==> src/rtl/ps2_pkg.sv <==
// Shared types and frame constants for the PS/2 keyboard receiver.
package ps2_pkg;

  typedef enum logic [1:0] {
    ST_IDLE,
    ST_DATA,
    ST_PARITY,
    ST_STOP
  } ps2_state_t;

  localparam int   DATA_BITS = 8;
  localparam logic START_BIT = 1'b0;
  localparam logic STOP_BIT  = 1'b1;

  // PS/2 uses odd parity over the data byte plus the parity bit.
  function automatic logic odd_parity_ok(input logic [DATA_BITS-1:0] d, input logic p);
    return ^{d, p};
  endfunction

endpackage

==> src/rtl/kbd_fifo.sv <==
// Synchronous FIFO with a registered show-ahead head; the head holds its
// last value once the FIFO drains. Pop-before-push when full with both.
module kbd_fifo #(
  parameter int DEPTH = 8,
  parameter int WIDTH = 8
) (
  input  logic             clk,
  input  logic             rst,
  input  logic             i_push,
  input  logic [WIDTH-1:0] i_din,
  input  logic             i_pop,
  output logic             o_full,
  output logic             o_empty,
  output logic [WIDTH-1:0] o_dout
);

  localparam int AW = $clog2(DEPTH);

  logic [WIDTH-1:0] r_mem [DEPTH];
  logic [AW:0]      r_wr_ptr;
  logic [AW:0]      r_rd_ptr;
  logic [WIDTH-1:0] r_head;

  logic             w_pop_ok;
  logic             w_push_ok;
  logic [AW:0]      w_wr_next;
  logic [AW:0]      w_rd_next;
  logic [WIDTH-1:0] w_head_next;

  assign o_empty   = (r_wr_ptr == r_rd_ptr);
  assign o_full    = (r_wr_ptr[AW] != r_rd_ptr[AW]) &&
                     (r_wr_ptr[AW-1:0] == r_rd_ptr[AW-1:0]);
  assign w_pop_ok  = i_pop & ~o_empty;
  assign w_push_ok = i_push & (~o_full | w_pop_ok);
  assign w_wr_next = r_wr_ptr + {{AW{1'b0}}, w_push_ok};
  assign w_rd_next = r_rd_ptr + {{AW{1'b0}}, w_pop_ok};
  assign o_dout    = r_head;

  // The new head is either the byte being written into the head slot or an
  // already stored entry; an empty FIFO keeps showing the previous head.
  always_comb begin
    w_head_next = r_head;
    if (w_rd_next != w_wr_next) begin
      if (w_push_ok && (w_rd_next[AW-1:0] == r_wr_ptr[AW-1:0]))
        w_head_next = i_din;
      else
        w_head_next = r_mem[w_rd_next[AW-1:0]];
    end
  end

  always_ff @(posedge clk) begin
    if (w_push_ok)
      r_mem[r_wr_ptr[AW-1:0]] <= i_din;
  end

  always_ff @(posedge clk or posedge rst) begin
    if (rst) begin
      r_wr_ptr <= '0;
      r_rd_ptr <= '0;
      r_head   <= '0;
    end else begin
      r_wr_ptr <= w_wr_next;
      r_rd_ptr <= w_rd_next;
      r_head   <= w_head_next;
    end
  end

endmodule

==> src/rtl/ps2_kbd.sv <==
// PS/2 keyboard receiver: synchronizers, frame FSM with timeout, scan-code FIFO.
// Optional macro PS2_PARITY_CHECK_EN discards frames with bad odd parity.
module ps2_kbd
  import ps2_pkg::*;
#(
  parameter int FIFO_DEPTH     = 8,
  parameter int SYNC_STAGES    = 2,
  parameter int TIMEOUT_CYCLES = 100000
) (
  input  logic       clk,
  input  logic       rst,
  input  logic       i_ps2_clk,
  input  logic       i_ps2_data,
  input  logic       i_read_enable,
  output logic       o_ready,
  output logic       o_overflow,
  output logic [7:0] o_data
);

  localparam int TW = $clog2(TIMEOUT_CYCLES);

  logic [SYNC_STAGES-1:0] r_clk_sync;
  logic [SYNC_STAGES-1:0] r_data_sync;
  logic                   r_clk_prev;
  ps2_state_t             r_state, w_state_next;
  logic [2:0]             r_bit_cnt, w_bit_cnt_next;
  logic [DATA_BITS-1:0]   r_shreg, w_shreg_next;
  logic [TW-1:0]          r_to_cnt, w_to_next;
  logic                   r_overflow;

  logic w_fall;
  logic w_bit;
  logic w_push;
  logic w_frame_ok;
  logic w_full;
  logic w_empty;
  logic w_pop_ok;
  logic w_drop;

  // Synchronizers preset high so reset looks like an idle bus, not an edge.
  always_ff @(posedge clk or posedge rst) begin
    if (rst) begin
      r_clk_sync  <= '1;
      r_data_sync <= '1;
      r_clk_prev  <= 1'b1;
    end else begin
      r_clk_sync  <= {r_clk_sync[SYNC_STAGES-2:0], i_ps2_clk};
      r_data_sync <= {r_data_sync[SYNC_STAGES-2:0], i_ps2_data};
      r_clk_prev  <= r_clk_sync[SYNC_STAGES-1];
    end
  end

  assign w_fall = r_clk_prev & ~r_clk_sync[SYNC_STAGES-1];
  assign w_bit  = r_data_sync[SYNC_STAGES-1];

`ifdef PS2_PARITY_CHECK_EN
  logic r_par;
  always_ff @(posedge clk or posedge rst) begin
    if (rst)
      r_par <= 1'b0;
    else if (r_state == ST_PARITY && w_fall)
      r_par <= w_bit;
  end
  assign w_frame_ok = odd_parity_ok(r_shreg, r_par);
`else
  assign w_frame_ok = 1'b1;
`endif

  always_comb begin
    w_state_next   = r_state;
    w_bit_cnt_next = r_bit_cnt;
    w_shreg_next   = r_shreg;
    w_to_next      = '0;
    w_push         = 1'b0;
    if (r_state != ST_IDLE && !w_fall)
      w_to_next = r_to_cnt + 1'b1;
    case (r_state)
      ST_IDLE: begin
        if (w_fall && w_bit == START_BIT) begin
          w_state_next   = ST_DATA;
          w_bit_cnt_next = '0;
        end
      end
      ST_DATA: begin
        if (w_fall) begin
          w_shreg_next   = {w_bit, r_shreg[DATA_BITS-1:1]};
          w_bit_cnt_next = r_bit_cnt + 1'b1;
          if (r_bit_cnt == 3'(DATA_BITS - 1))
            w_state_next = ST_PARITY;
        end
      end
      ST_PARITY: begin
        if (w_fall)
          w_state_next = ST_STOP;
      end
      ST_STOP: begin
        if (w_fall) begin
          w_state_next = ST_IDLE;
          w_push       = (w_bit == STOP_BIT) && w_frame_ok;
        end
      end
      default: w_state_next = ST_IDLE;
    endcase
    // A stalled keyboard clock abandons the partial frame.
    if (r_state != ST_IDLE && !w_fall && r_to_cnt == TW'(TIMEOUT_CYCLES - 1)) begin
      w_state_next = ST_IDLE;
      w_to_next    = '0;
    end
  end

  always_ff @(posedge clk or posedge rst) begin
    if (rst) begin
      r_state   <= ST_IDLE;
      r_bit_cnt <= '0;
      r_shreg   <= '0;
      r_to_cnt  <= '0;
    end else begin
      r_state   <= w_state_next;
      r_bit_cnt <= w_bit_cnt_next;
      r_shreg   <= w_shreg_next;
      r_to_cnt  <= w_to_next;
    end
  end

  kbd_fifo #(
    .DEPTH (FIFO_DEPTH),
    .WIDTH (DATA_BITS)
  ) u_fifo (
    .clk     (clk),
    .rst     (rst),
    .i_push  (w_push),
    .i_din   (w_shreg_next),
    .i_pop   (i_read_enable),
    .o_full  (w_full),
    .o_empty (w_empty),
    .o_dout  (o_data)
  );

  assign o_ready  = ~w_empty;
  assign w_pop_ok = i_read_enable & o_ready;
  assign w_drop   = w_push & w_full & ~w_pop_ok;

  // A drop in the same cycle as a clearing read leaves the flag set.
  always_ff @(posedge clk or posedge rst) begin
    if (rst)
      r_overflow <= 1'b0;
    else if (w_drop)
      r_overflow <= 1'b1;
    else if (w_pop_ok)
      r_overflow <= 1'b0;
  end

  assign o_overflow = r_overflow;

endmodule

==> config.mk <==
export PLATFORM = sky130hd
export DESIGN_NAME = ps2_kbd
export DESIGN_NICKNAME = d
export VERILOG_FILES = /design/src/rtl/ps2_pkg.sv /design/src/rtl/kbd_fifo.sv /design/src/rtl/ps2_kbd.sv
export SDC_FILE = /design/constraint.sdc
export NUM_CORES = 1
export LEC_CHECK = 0
export ABC_AREA = 1
export CORE_UTILIZATION = 55
export DETAILED_ROUTE_END_ITERATION = 8
export DONT_BUFFER_PORTS = 1
export HOLD_SLACK_MARGIN = 0.1
export PLACE_DENSITY = 0.7
export SLEW_MARGIN = 20
export SYNTH_ARGS = -nofsm -noshare
export SYNTH_HDL_FRONTEND = slang
export SYNTH_HIERARCHICAL = 1
export SYNTH_SLANG_ARGS = --single-unit
==> constraint.sdc <==
create_clock -name clk -period 3.8 [get_ports clk]
set_clock_uncertainty 0.15 [all_clocks]
set_input_delay 0.19 -clock clk [delete_from_list [all_inputs] [get_ports clk]]
set_output_delay 0.19 -clock clk [all_outputs]
set_load 0.005 [all_outputs]
==> Word-level counts from Yosys, hierarchy flattened <==
Memories as Yosys holds them, arrays and structs flattened. A register that Yosys moved wholly into a read port is not among the register bits.
Cells that the tools add are included.
{ "totals": {"inputBits": 5, "mem_bits_rw": 64, "reg_bits": 44, "output_inout_bits": 10, "elab_cells": 73, "mem_count": 1} }
{ "mem_list": {"columns": ["memory", "words", "word_bits", "read_ports", "rd_clocked_by_memory_dff", "wr", "line_no", "text"], "rows": [
  ["u_fifo.r_mem", 8, 8, 1, 1, 1, "kbd_fifo.sv:19", "logic [WIDTH-1:0] r_mem [DEPTH];"]
]} }
{ "op_classes": {"addsub": 4, "n_reduce_logical": 11, "eq_ne": 16, "mux": 20, "n_bitwise": 11} }
{ "ops": {"columns": ["cell", "count"], "rows": [
  ["2-to-1 mux 17 bit", 2],
  ["adder 17 x 1 -> 17 bit (second input constant)", 1],
  ["equality test 17 bit (second input constant)", 1],
  ["2-to-1 mux 8 bit", 2],
  ["!= test 3 bit (second input constant)", 5],
  ["2-to-1 mux 2 bit", 6],
  ["adder 4 x 1 -> 4 bit", 2],
  ["case mux 2 bit (4 select lines)", 1],
  ["2-to-1 mux 1 bit", 6],
  ["2-to-1 mux 3 bit", 2],
  ["case mux 3 bit (2 select lines)", 1],
  ["nonzero test 2 bit", 3],
  ["bitwise AND 1 bit", 5],
  ["inverter 1 bit", 5],
  ["AND reduction 5 bit", 1],
  ["equality test 2 bit (second input constant)", 2],
  ["equality test 4 bit", 1],
  ["logical AND 1 bit", 4],
  ["!= test 2 bit (second input constant)", 2],
  ["!= test 4 bit", 1],
  ["adder 3 x 1 -> 3 bit (second input constant)", 1],
  ["equality test 3 bit", 1],
  ["equality test 3 bit (second input constant)", 1],
  ["AND reduction 3 bit", 1],
  ["5 further kinds", 5]
]} }

==> Logic depth before layout (Yosys ltp) <==
Gate-level depths: netlist (run 1).
{ "logic_depth": {"word_depth": 7, "mapped_depth": 18, "ltp_nobuf": 18} }

==> Hierarchy <==
The synthesis (run 1) kept the hierarchy.
{ "by_module_without_submodules": {"columns": ["module", "seq_area_each_um2", "instances", "area_each_um2", "cells_each"], "rows": [
  ["kbd_fifo", 2322.2, 1, 3639.7, 338],
  ["ps2_kbd", 907.1, 1, 1859.3, 231]
]} }

==> Worst setup path after synthesis (run 1) <==
No wires, ideal clock.
{ "synth_path": {"kind": "reg-to-reg", "startpoint": "register u_fifo.r_wr_ptr[2]", "endpoint": "register u_fifo.r_head[0], in the netlist u_fifo/o_dout[0] (read register of u_fifo.r_mem)", "stages_incl_launch_ff": 16, "path_buffers": 3, "synth_period_minus_slack_ns": 2.709, "setup_time_ns": 0.118, "t_arrival_ns": 2.441, "t_required_ns": 3.532, "path_slack_ns": 1.091, "cell_sequence": "dfrtp_1 > buf_6 > xnor2_1 > nor3b_1 > nor2_1 > ha_1 > ha_1 > buf_4 > inv_1 > buf_4 > nand3_1 > nand3_1 > o21a_1 > nand2_1 > nand3_1 > nand2_1"} }
{ "synth_via": {"elab_cells_between_ends": 11, "cone_classes": "2 x add/sub; 3 x eq/ne; 5 x bitwise; 1 x reduce/logical"} }
{ "synth_lines": {"columns": ["item", "line_no", "text"], "rows": [
  ["start: declaration", "kbd_fifo.sv:20", "logic [AW:0] r_wr_ptr;"],
  ["start signal: assignment", "kbd_fifo.sv:62", "r_wr_ptr <= w_wr_next;"],
  ["equality test 4 bit *", "kbd_fifo.sv:30", "assign o_empty = (r_wr_ptr == r_rd_ptr);"],
  ["via w_empty", "ps2_kbd.sv:36", "logic w_empty;"],
  ["inverter 1 bit *", "kbd_fifo.sv:33", "assign w_pop_ok = i_pop & ~o_empty;"],
  ["bitwise AND 1 bit *", "kbd_fifo.sv:33", null],
  ["adder 4 x 1 -> 4 bit *", "kbd_fifo.sv:36", "assign w_rd_next = r_rd_ptr + {{AW{1'b0}}, w_pop_ok};"],
  ["via u_fifo.w_rd_next[1]", "kbd_fifo.sv:27", "logic [AW:0] w_rd_next;"],
  ["!= test 4 bit", "kbd_fifo.sv:43", "if (w_rd_next != w_wr_next) begin"],
  ["end: declaration", "kbd_fifo.sv:22", "logic [WIDTH-1:0] r_head;"]
]} }
Mark *: on every way through the listed nets, which the timed path passes. The rest lies on a longest branch.
A chain may end at the register's enable or synchronous reset.

==> Worst setup path in the final report (run 1) <==
{ "layout_path": {"startpoint": "register u_fifo.r_wr_ptr[2]", "endpoint": "register u_fifo.r_head[5], in the netlist u_fifo/o_dout[5] (read register of u_fifo.r_mem)"} }
The elaborated chain is that of the path after synthesis.

==> results of run 1 <==
==> power groups by stage <==
| stage | Combinational, mW | Clock [mW] | Sequential [mW] |
|---|---|---|---|
| 2_1_floorplan | 1.36 | 0 | 1.68 |
| 3_3_place_gp | 1.72 | 0 | 1.71 |
| 3_5_place_dp | 1.75 | 0 | 1.72 |
| 4_1_cts | 1.79 | 1.47 | 1.70 |
| 5_1_grt | 2.03 | 1.52 | 1.72 |
| 6_report | 1.79 | 1.45 | 1.70 |
==> layout make-up <==
class,count,area (um^2)
fillers,774,3450
flip-flops and latches,116,3230
multi-input cells,377,1950
clock buffers,20,425
inverters,61,231
repair buffers,18,168
well taps,133,166
clock inverters,12,114
==> metrics by stage <==
stage	instances	util, %	instance area, um^2	hold slack, ns
floorplan	569	-	5500	-0.0463
global placement	697	58.2	5660	0.0417
detailed placement	697	58.2	5660	0.0445
CTS	737	64.6	6280	0.211
global route	737	64.6	6280	0.213
finish	737	64.6	6280	0.208
==> repair_timing <==
action                                 CTS  global route
hold buffers                             8             0
buffers inserted                         0             0
endpoints found under the hold margin   64             0
==> state kept, by name, indices dropped and copies added, names as in the netlist, 3 cells and up <==
signal / count
r_to_cnt: 17
u_fifo/r_mem: 64
u_fifo/o_dout: 8
r_shreg: 8
u_fifo/r_rd_ptr: 4
r_bit_cnt: 3
u_fifo/r_wr_ptr: 4
==> worst max path at each step <==
| stage | cells after the start | endpoint | start | slack (ns) |
|---|---|---|---|---|
| final | 12 | u_fifo/o_dout[5] | u_fifo/r_wr_ptr[2] | 0.62 |
| after global routing | 12 | u_fifo/o_dout[5] | u_fifo/r_wr_ptr[2] | 0.39 |
| after CTS | 12 | u_fifo/o_dout[5] | u_fifo/r_wr_ptr[2] | 0.64 |
| after detailed placement | 12 | u_fifo/o_dout[5] | u_fifo/r_wr_ptr[2] | 0.72 |
| after global placement | 17 | u_fifo/o_dout[0] | u_fifo/r_wr_ptr[1] | 0.84 |
| after floorplan | 15 | u_fifo/o_dout[0] | u_fifo/r_wr_ptr[2] | 1.09 |
==> worst max-delay path: cells and delay by family, from the launching register on <==
| family | cells | cell delay [ns] |
|---|---|---|
| buffers and inverters | 1 | 0.41 |
| XOR/XNOR | 1 | 0.41 |
| AND/OR/NAND/NOR | 7 | 0.90 |
| flip-flops | 1 | 0.52 |
| AO/OA/AOI/OAI | 1 | 0.12 |
| adder cells (fa/ha/maj) | 2 | 0.55 |
==> layout by cell type, fill, tap and decap left out, types with 3 or more instances in the layout <==
cell type,synthesis,final
clkinv_1,0,3
clkinv_2,0,4
nor2_1,52,52
nor2_2,3,3
nand2_4,3,3
dfstp_2,5,5
dfrtp_1,47,47
clkbuf_1,1,3
nand3_1,63,63
nand4_1,16,16
clkbuf_16,0,16
edfxtp_1,64,64
ha_1,11,11
o21ai_0,10,9
o21a_1,8,8
buf_4,5,9
dlygate4sd3_1,0,8
inv_2,3,3
nor3_1,3,3
inv_1,57,57
nand2_2,5,5
xor2_1,7,7
xnor2_1,6,6
clkinvlp_4,0,3
nand2_1,172,172
==> logic make-up (layout without fill, tap and decap cells) <==
logic type,count (synthesis),count (layout)
compound gates,21,21
xor+xnor,17,17
fa+ha+maj,11,11
buf+inv,76,111
flops,116,116
simple gates,328,328
==> Yosys cell counts, drive strengths merged, types with 8 or more instances <==
| cell | count |
|---|---|
| nand2 | 180 |
| nand3 | 66 |
| edfxtp | 64 |
| inv | 61 |
| nor2 | 57 |
| dfrtp | 47 |
| nand4 | 17 |
| buf | 14 |
| o21ai | 12 |
| ha | 11 |
| xor2 | 9 |
| o21a | 8 |
| xnor2 | 8 |
==> metal layers <==
metal / up-vias / routed length, um / share of wire (%) / track usage [%]
li1: 1908 / - / - / -
met1: 1868 / 5010 / 44 / 30.6
met2: 115 / 5720 / 50 / 40.0
met3: 17 / 551 / 4.8 / 6.22
met4: 0 / 187 / 1.6 / 10.7
met5: - / 0 / 0 / 0
==> results.md, run 1 <==
- Sequential share of the synthesized area: 58.7%
- Number of levels in the clock H-tree: 4
- Clock root buffer: clkbuf_8
- Antenna cell count: 0
- Count of standard-cell rows: 36
- Final period utilization: 83.6%
- Area of the die: 0.0104 mm^2
- Peak fanout along the critical path: 16
- FMAX: 0.315 GHz
- Detailed-route wire length: 11.5 mm
- Fraction of the mapped netlist area in simple logic gates: 27.0%
- CP arrival: 3.42 ns
- Series of cell instances along the critical path: xnor2_1 -> nor3b_1 -> nor2_1 -> ha_1 -> ha_1 -> inv_1 -> nand3_1 -> nand3_1 -> o21a_1 -> nand2_1 -> nand3_1 -> nand2_1
- RSZ-0062 raised after global routing: no
- Pre-antenna DRT Iters: 5
- Post-synthesis adder-cell area fraction: 2.50%
- Worst R2R Setup Slack: 0.62 ns
- Tightest Hold Check Type: reg2reg
- Switching power summed over all nets: 1.85 mW
- Standard cell core area: 0.00973 mm^2
- Number of distinct standard cells referenced by the synthesized netlist: 37
- Switching power share of the total: 37.4%
- Worst path most repeated cell: nand3_1
- Vias per Instance: 5.30
- Synthesized-area fraction occupied by xor and xnor cells: 3.46%
- Syn Std Cell Area: 0.00550 mm^2
- Routed length per placed instance: 15.6 um
- Fraction of final layout cells sized beyond drive strength 1: 11.8%
- Hold violation count in the final report: 0
- Post-DP HPWL: 7.46 mm
- Placement Setup Slack: 0.724 ns
- Proportion of netlist area held by the largest area contributor: 34.9%
- Fin nets: 607
- WHS Endpoint: r_clk_sync[1]
- Die Ht: 102 um
- Kind of start point of the critical path: register
- Leakage component of the power: 2.72 nW
- Post-synthesis mux area share: 0%
- Number of antenna violations at the first check in global routing: 0
- Net count after synthesis: 585
- Pin count of the biggest net entering global routing: 37
- Total via count in the routed design: 3,908
- Cells after Synth: 569
- Required @ worst endpoint: 4.04 ns
- Number of max-capacitance violations reported: 0
- Crit-path max cell delay: 0.52 ns
- Number of setup violations in the final report: 0
- Number of buffers on the longest clock path: 2
- Complex-gate fraction of the synthesized area: 2.46%
- Starting density of the core: 56.5%
- Vias in the first global route: 3,868
- Die outline width: 102 um
- Critical Path Sink Type: register
- Total of buffers placed on input and output ports: 0
- Status: complete, no violations
- Drt drc: 0
- Post-CTS clock slew at the launch and capture registers of the worst setup and hold paths: 0.06 ns
- Worst slew slack as a fraction of its limit: 36.7%
- Combinational cell fraction of total power: 36.3%
- Internal Pwr Total: 3.09 mW
- Transition time of the tightest slew-check pin: 0.946 ns
- Count of warnings emitted by yosys: 6
- Worst reg2reg path endpoint: u_fifo/o_dout[5]
- Insertion delay to the later sink of the worst-skew pair: 0.51 ns
- Worst ir drop on vdd: 0.456 mV
- Power consumption: 4.94 mW
- Wire length of the first global-routing pass: 18.7 mm
- WS Path Type: reg2reg
- R2r startpoint: u_fifo/r_wr_ptr[2]
- P per Cell Area: 787 mW/mm^2
- #FFs+latches synth: 116
- Worst Hold Path Cells: 0
- Share of total power in the clock network: 29.4%
- Total CTS buffers: 17
- Dominant combinational cell family by area after synthesis: simple AND/OR/NAND/NOR gates
- Max-slew violation count: 0
- Congestion Overflow GR: 0
- Synth Area per Inst: 9.66 um^2
- GRT Resource Usage Total: 24.3%
- Clock tree from TritonCTS: yes
- Area growth syn-to-layout: 14.2%
- Post-layout worst setup margin: 0.624 ns
- Power share of the sequential group: 34.3%
- CTS sink cnt: 116
- Violation count after the first detailed-routing iteration: 259
- Aggregate negative setup slack: 0 ns
- Cell type contributing the most total cell area after synthesis: edfxtp_1
- Top post-synthesis cells by area: edfxtp_1 (35%), dfrtp_1 (21%), nand2_1 (12%), nand3_1 (5.7%), inv_1 (3.9%)
- Weighted congestion reported at the end of routability-driven placement: 0.881
- Primary FF master, synth: edfxtp_1
- Number of synthesized flops with an enable pin: 64
- Ports: 15
- Fin crit period: 3.18 ns
- Number of nets still failing antenna checks after routing: 0
- Cells resized by post-CTS repair: 0
- Async S/R FF share, synth: 44.8%
- R2R cell count: 12
- Worst Hold Launch: r_clk_sync[0]
- Slowest-stage cell, CP: dfrtp_1
No activity file was read; power rests on OpenSTA's default activity.
==> run 2: changes to the inputs <==
==> constraint.sdc (replaced) <==
create_clock -name clk -period 3.06 [get_ports clk]
set_clock_uncertainty 0.15 [all_clocks]
set_input_delay 0.153 -clock clk [delete_from_list [all_inputs] [get_ports clk]]
set_output_delay 0.153 -clock clk [all_outputs]
set_load 0.005 [all_outputs]
==> run 2 against run 1 <==
Net effect: critical path depth increased by 4; core utilization increased by 1.4 points; first-iteration DRC count decreased by 14%; maximum frequency increased by 12%; critical path type unchanged; critical endpoint is now u_fifo/o_dout[1]; highest routed layer unchanged.
==> results.md, run 2 (synthesis results as in run 1) <==
- Status: complete, no violations (unchanged)
- Critical Path Sink Type: register (unchanged)
- Max FFs per register: 64 (unchanged)
- Die outline width: 102 um (unchanged)
- Aggregate negative setup slack: 0 ns (unchanged)
- Clock tree from TritonCTS: yes (unchanged)
- Crit-path max cell delay: 0.43 ns (was 0.52 ns)
- CP top delay family: simple AND/OR/NAND/NOR gates (unchanged)
- Post-CTS Setup Repair Bufs: 0 (unchanged)
- Weighted congestion reported at the end of routability-driven placement: 0.874 (was 0.881)
- Worst slew slack as a fraction of its limit: 43.4% (was 36.7%)
- Post-CTS clock slew at the launch and capture registers of the worst setup and hold paths: 0.06 ns (about the same)
- Most common cell after layout, fill and taps aside: nand2_1 (unchanged)
- Fraction of final layout cells sized beyond drive strength 1: 14.1% (was 11.8%)
- FF+latch area: 0.00323 mm^2 (about the same)
- Number of fill cells in the layout: 794 (was 774)
- Series of cell instances along the critical path: inv_1 -> nand2_1 -> nand2_1 -> nor2_2 -> inv_1 -> nor3b_2 -> nor2_1 -> ha_1 -> ha_2 -> xnor2_1 -> nand2_1 -> nor2_4 -> nand3_4 -> nand2_1 -> nand3_1 -> nand2_1 (was xnor2_1 -> nor3b_1 -> nor2_1 -> ha_1 -> ha_1 -> inv_1 -> nand3_1 -> nand3_1 -> o21a_1 -> nand2_1 -> nand3_1 -> nand2_1)
- Pre-antenna DRT Iters: 5 (unchanged)
- Number of setup violations in the final report: 0 (unchanged)
- Congestion Overflow GR: 0 (unchanged)
- Number of max-capacitance violations reported: 0 (unchanged)
- Standard cell core area: 0.00973 mm^2 (unchanged)
- Fin crit period: 2.83 ns (was 3.18 ns)
- Vias in the first global route: 3,872 (was 3,868)
- Routed length per placed instance: 15.5 um (was 15.6 um)
- Peak fanout along the critical path: 8 (was 16)
- Total CTS buffers: 17 (unchanged)
- Area of the die: 0.0104 mm^2 (unchanged)
- Transition time of the tightest slew-check pin: 0.845 ns (was 0.946 ns)
- Worst ir drop on vdd: 0.542 mV (was 0.456 mV)
- P per Cell Area: 1010 mW/mm^2 (was 787 mW/mm^2)
- Final period utilization: 92.6% (was 83.6%)
- Required @ worst endpoint: 3.36 ns (was 4.04 ns)
- Placement Setup Slack: 0.105 ns (was 0.724 ns)
- Clock root buffer: clkbuf_8 (unchanged)
- Worst R2R Setup Slack: 0.23 ns (was 0.62 ns)
- Area growth syn-to-layout: 16.6% (was 14.2%)
- GRT Resource Usage Total: 24.3% (about the same)
- Power share of the sequential group: 32.4% (was 34.3%)
- FMAX: 0.353 GHz (was 0.315 GHz)
- Tightest Hold Check Type: in2reg (was reg2reg)
- Drt drc: 0 (unchanged)
- Post-DP HPWL: 7.33 mm (was 7.46 mm)
- Vias per Instance: 5.27 (was 5.30)
- Wire length of the first global-routing pass: 18.7 mm (about the same)
- Slowest-stage cell, CP: dfrtp_1 (unchanged)
- Share of total power in the clock network: 30.5% (was 29.4%)
- Combinational cell fraction of total power: 37.1% (was 36.3%)
- Switching power share of the total: 37.4% (about the same)
- Insertion delay to the later sink of the worst-skew pair: 0.52 ns (was 0.51 ns)
- Top library cells by usage in the layout, fill and taps aside: nand2_1 (172), edfxtp_1 (64), nand3_1 (63), inv_1 (57), nor2_1 (52) (unchanged)
- Total via count in the routed design: 3,920 (was 3,908)
- Total of buffers placed on input and output ports: 0 (unchanged)
- Antenna cell count: 0 (unchanged)
- Leakage component of the power: 2.78 nW (was 2.72 nW)
- Final instance area: 0.00641 mm^2 (was 0.00628 mm^2)
- Violation count after the first detailed-routing iteration: 224 (was 259)
- Max-slew violation count: 0 (unchanged)
- Hold violation count in the final report: 0 (unchanged)
- Starting density of the core: 56.5% (unchanged)
- Internal Pwr Total: 4.04 mW (was 3.09 mW)
- Kind of start point of the critical path: register (unchanged)
- Area occupied by multi-input gates: 0.00196 mm^2 (was 0.00195 mm^2)
- Number of levels in the clock H-tree: 4 (unchanged)
- Detailed-route wire length: 11.5 mm (about the same)
- DP Area: 0.00572 mm^2 (was 0.00566 mm^2)
- CP arrival: 3.13 ns (was 3.42 ns)
- Pin count of the biggest net entering global routing: 37 (unchanged)
- Count of standard-cell rows: 36 (unchanged)
- Number of antenna violations at the first check in global routing: 0 (unchanged)
- CTS sink cnt: 116 (unchanged)
- Number of buffer and inverter instances along the worst setup path: 2 (was 1)
- WS Path Type: reg2reg (unchanged)
- Ports: 15 (unchanged)
- Number of buffers on the longest clock path: 2 (unchanged)
- Post-layout worst setup margin: 0.227 ns (was 0.624 ns)
- Worst path most repeated cell: nand2_1 (was nand3_1)
- Number of nets still failing antenna checks after routing: 0 (unchanged)
- Die Ht: 102 um (unchanged)
- Fin nets: 614 (was 607)
- Final core utilization: 65.9% (was 64.6%)
- Switching power summed over all nets: 2.42 mW (was 1.85 mW)
[run 2: final timing paths]
path	start	to	cells past startpoint
worst max-delay path	u_fifo/r_wr_ptr[0]	u_fifo/o_dout[1]	16
worst min-delay path	i_read_enable	o_overflow	2
worst max register to register	u_fifo/r_wr_ptr[0]	u_fifo/o_dout[1]	16
worst min register to register	r_clk_sync[0]	r_clk_sync[1]	0
max in group asynchronous	rst	u_fifo/r_wr_ptr[1]	4
min in group asynchronous	rst	r_bit_cnt[2]	4
[run 2: cell type report]
cell class	instances	area share, %
Sequential cell	116	50.4
Multi-Input combinational cell	378	30.6
Clock buffer	17	6.46
Inverter	61	3.61
Timing Repair Buffer	24	3.57
Clock inverter	15	2.81
Tap cell	133	2.60
[run 2: timing repair]
| action | CTS | global route |
|---|---|---|
| endpoints found under the hold margin | 66 | 0 |
| endpoints found under the setup margin | 0 | 8 |
| hold buffers | 8 | 0 |
| gates resized for setup | 0 | 4 |
[run 2: power groups by stage]
stage	registers, mW	clock network [mW]	logic, mW
floorplan	2.09	0	1.69
global placement	2.11	0	2.25
detailed placement	2.12	0	2.31
CTS	2.09	1.99	2.36
global route	2.12	2.05	2.67
finish	2.09	1.97	2.39
[run 2: routing by layer]
metal  part of all wire, %  vias to the layer above  global-route usage, %
li1                      -                     1917                      -
met1                    43                     1862                   31.1
met2                    49                      115                   40.1
met3                   5.3                       26                   4.45
met4                   2.9                        0                   11.8
met5                     0                        -                      0
[run 2: stage by stage]
stage,hold WS [ns],power [mW],std cells
floorplan,-0.0833,3.77,569
global placement,0.00755,4.36,703
detailed placement,0.00755,4.43,703
CTS,0.155,6.44,743
global route,0.197,6.84,744
finish,0.170,6.45,744
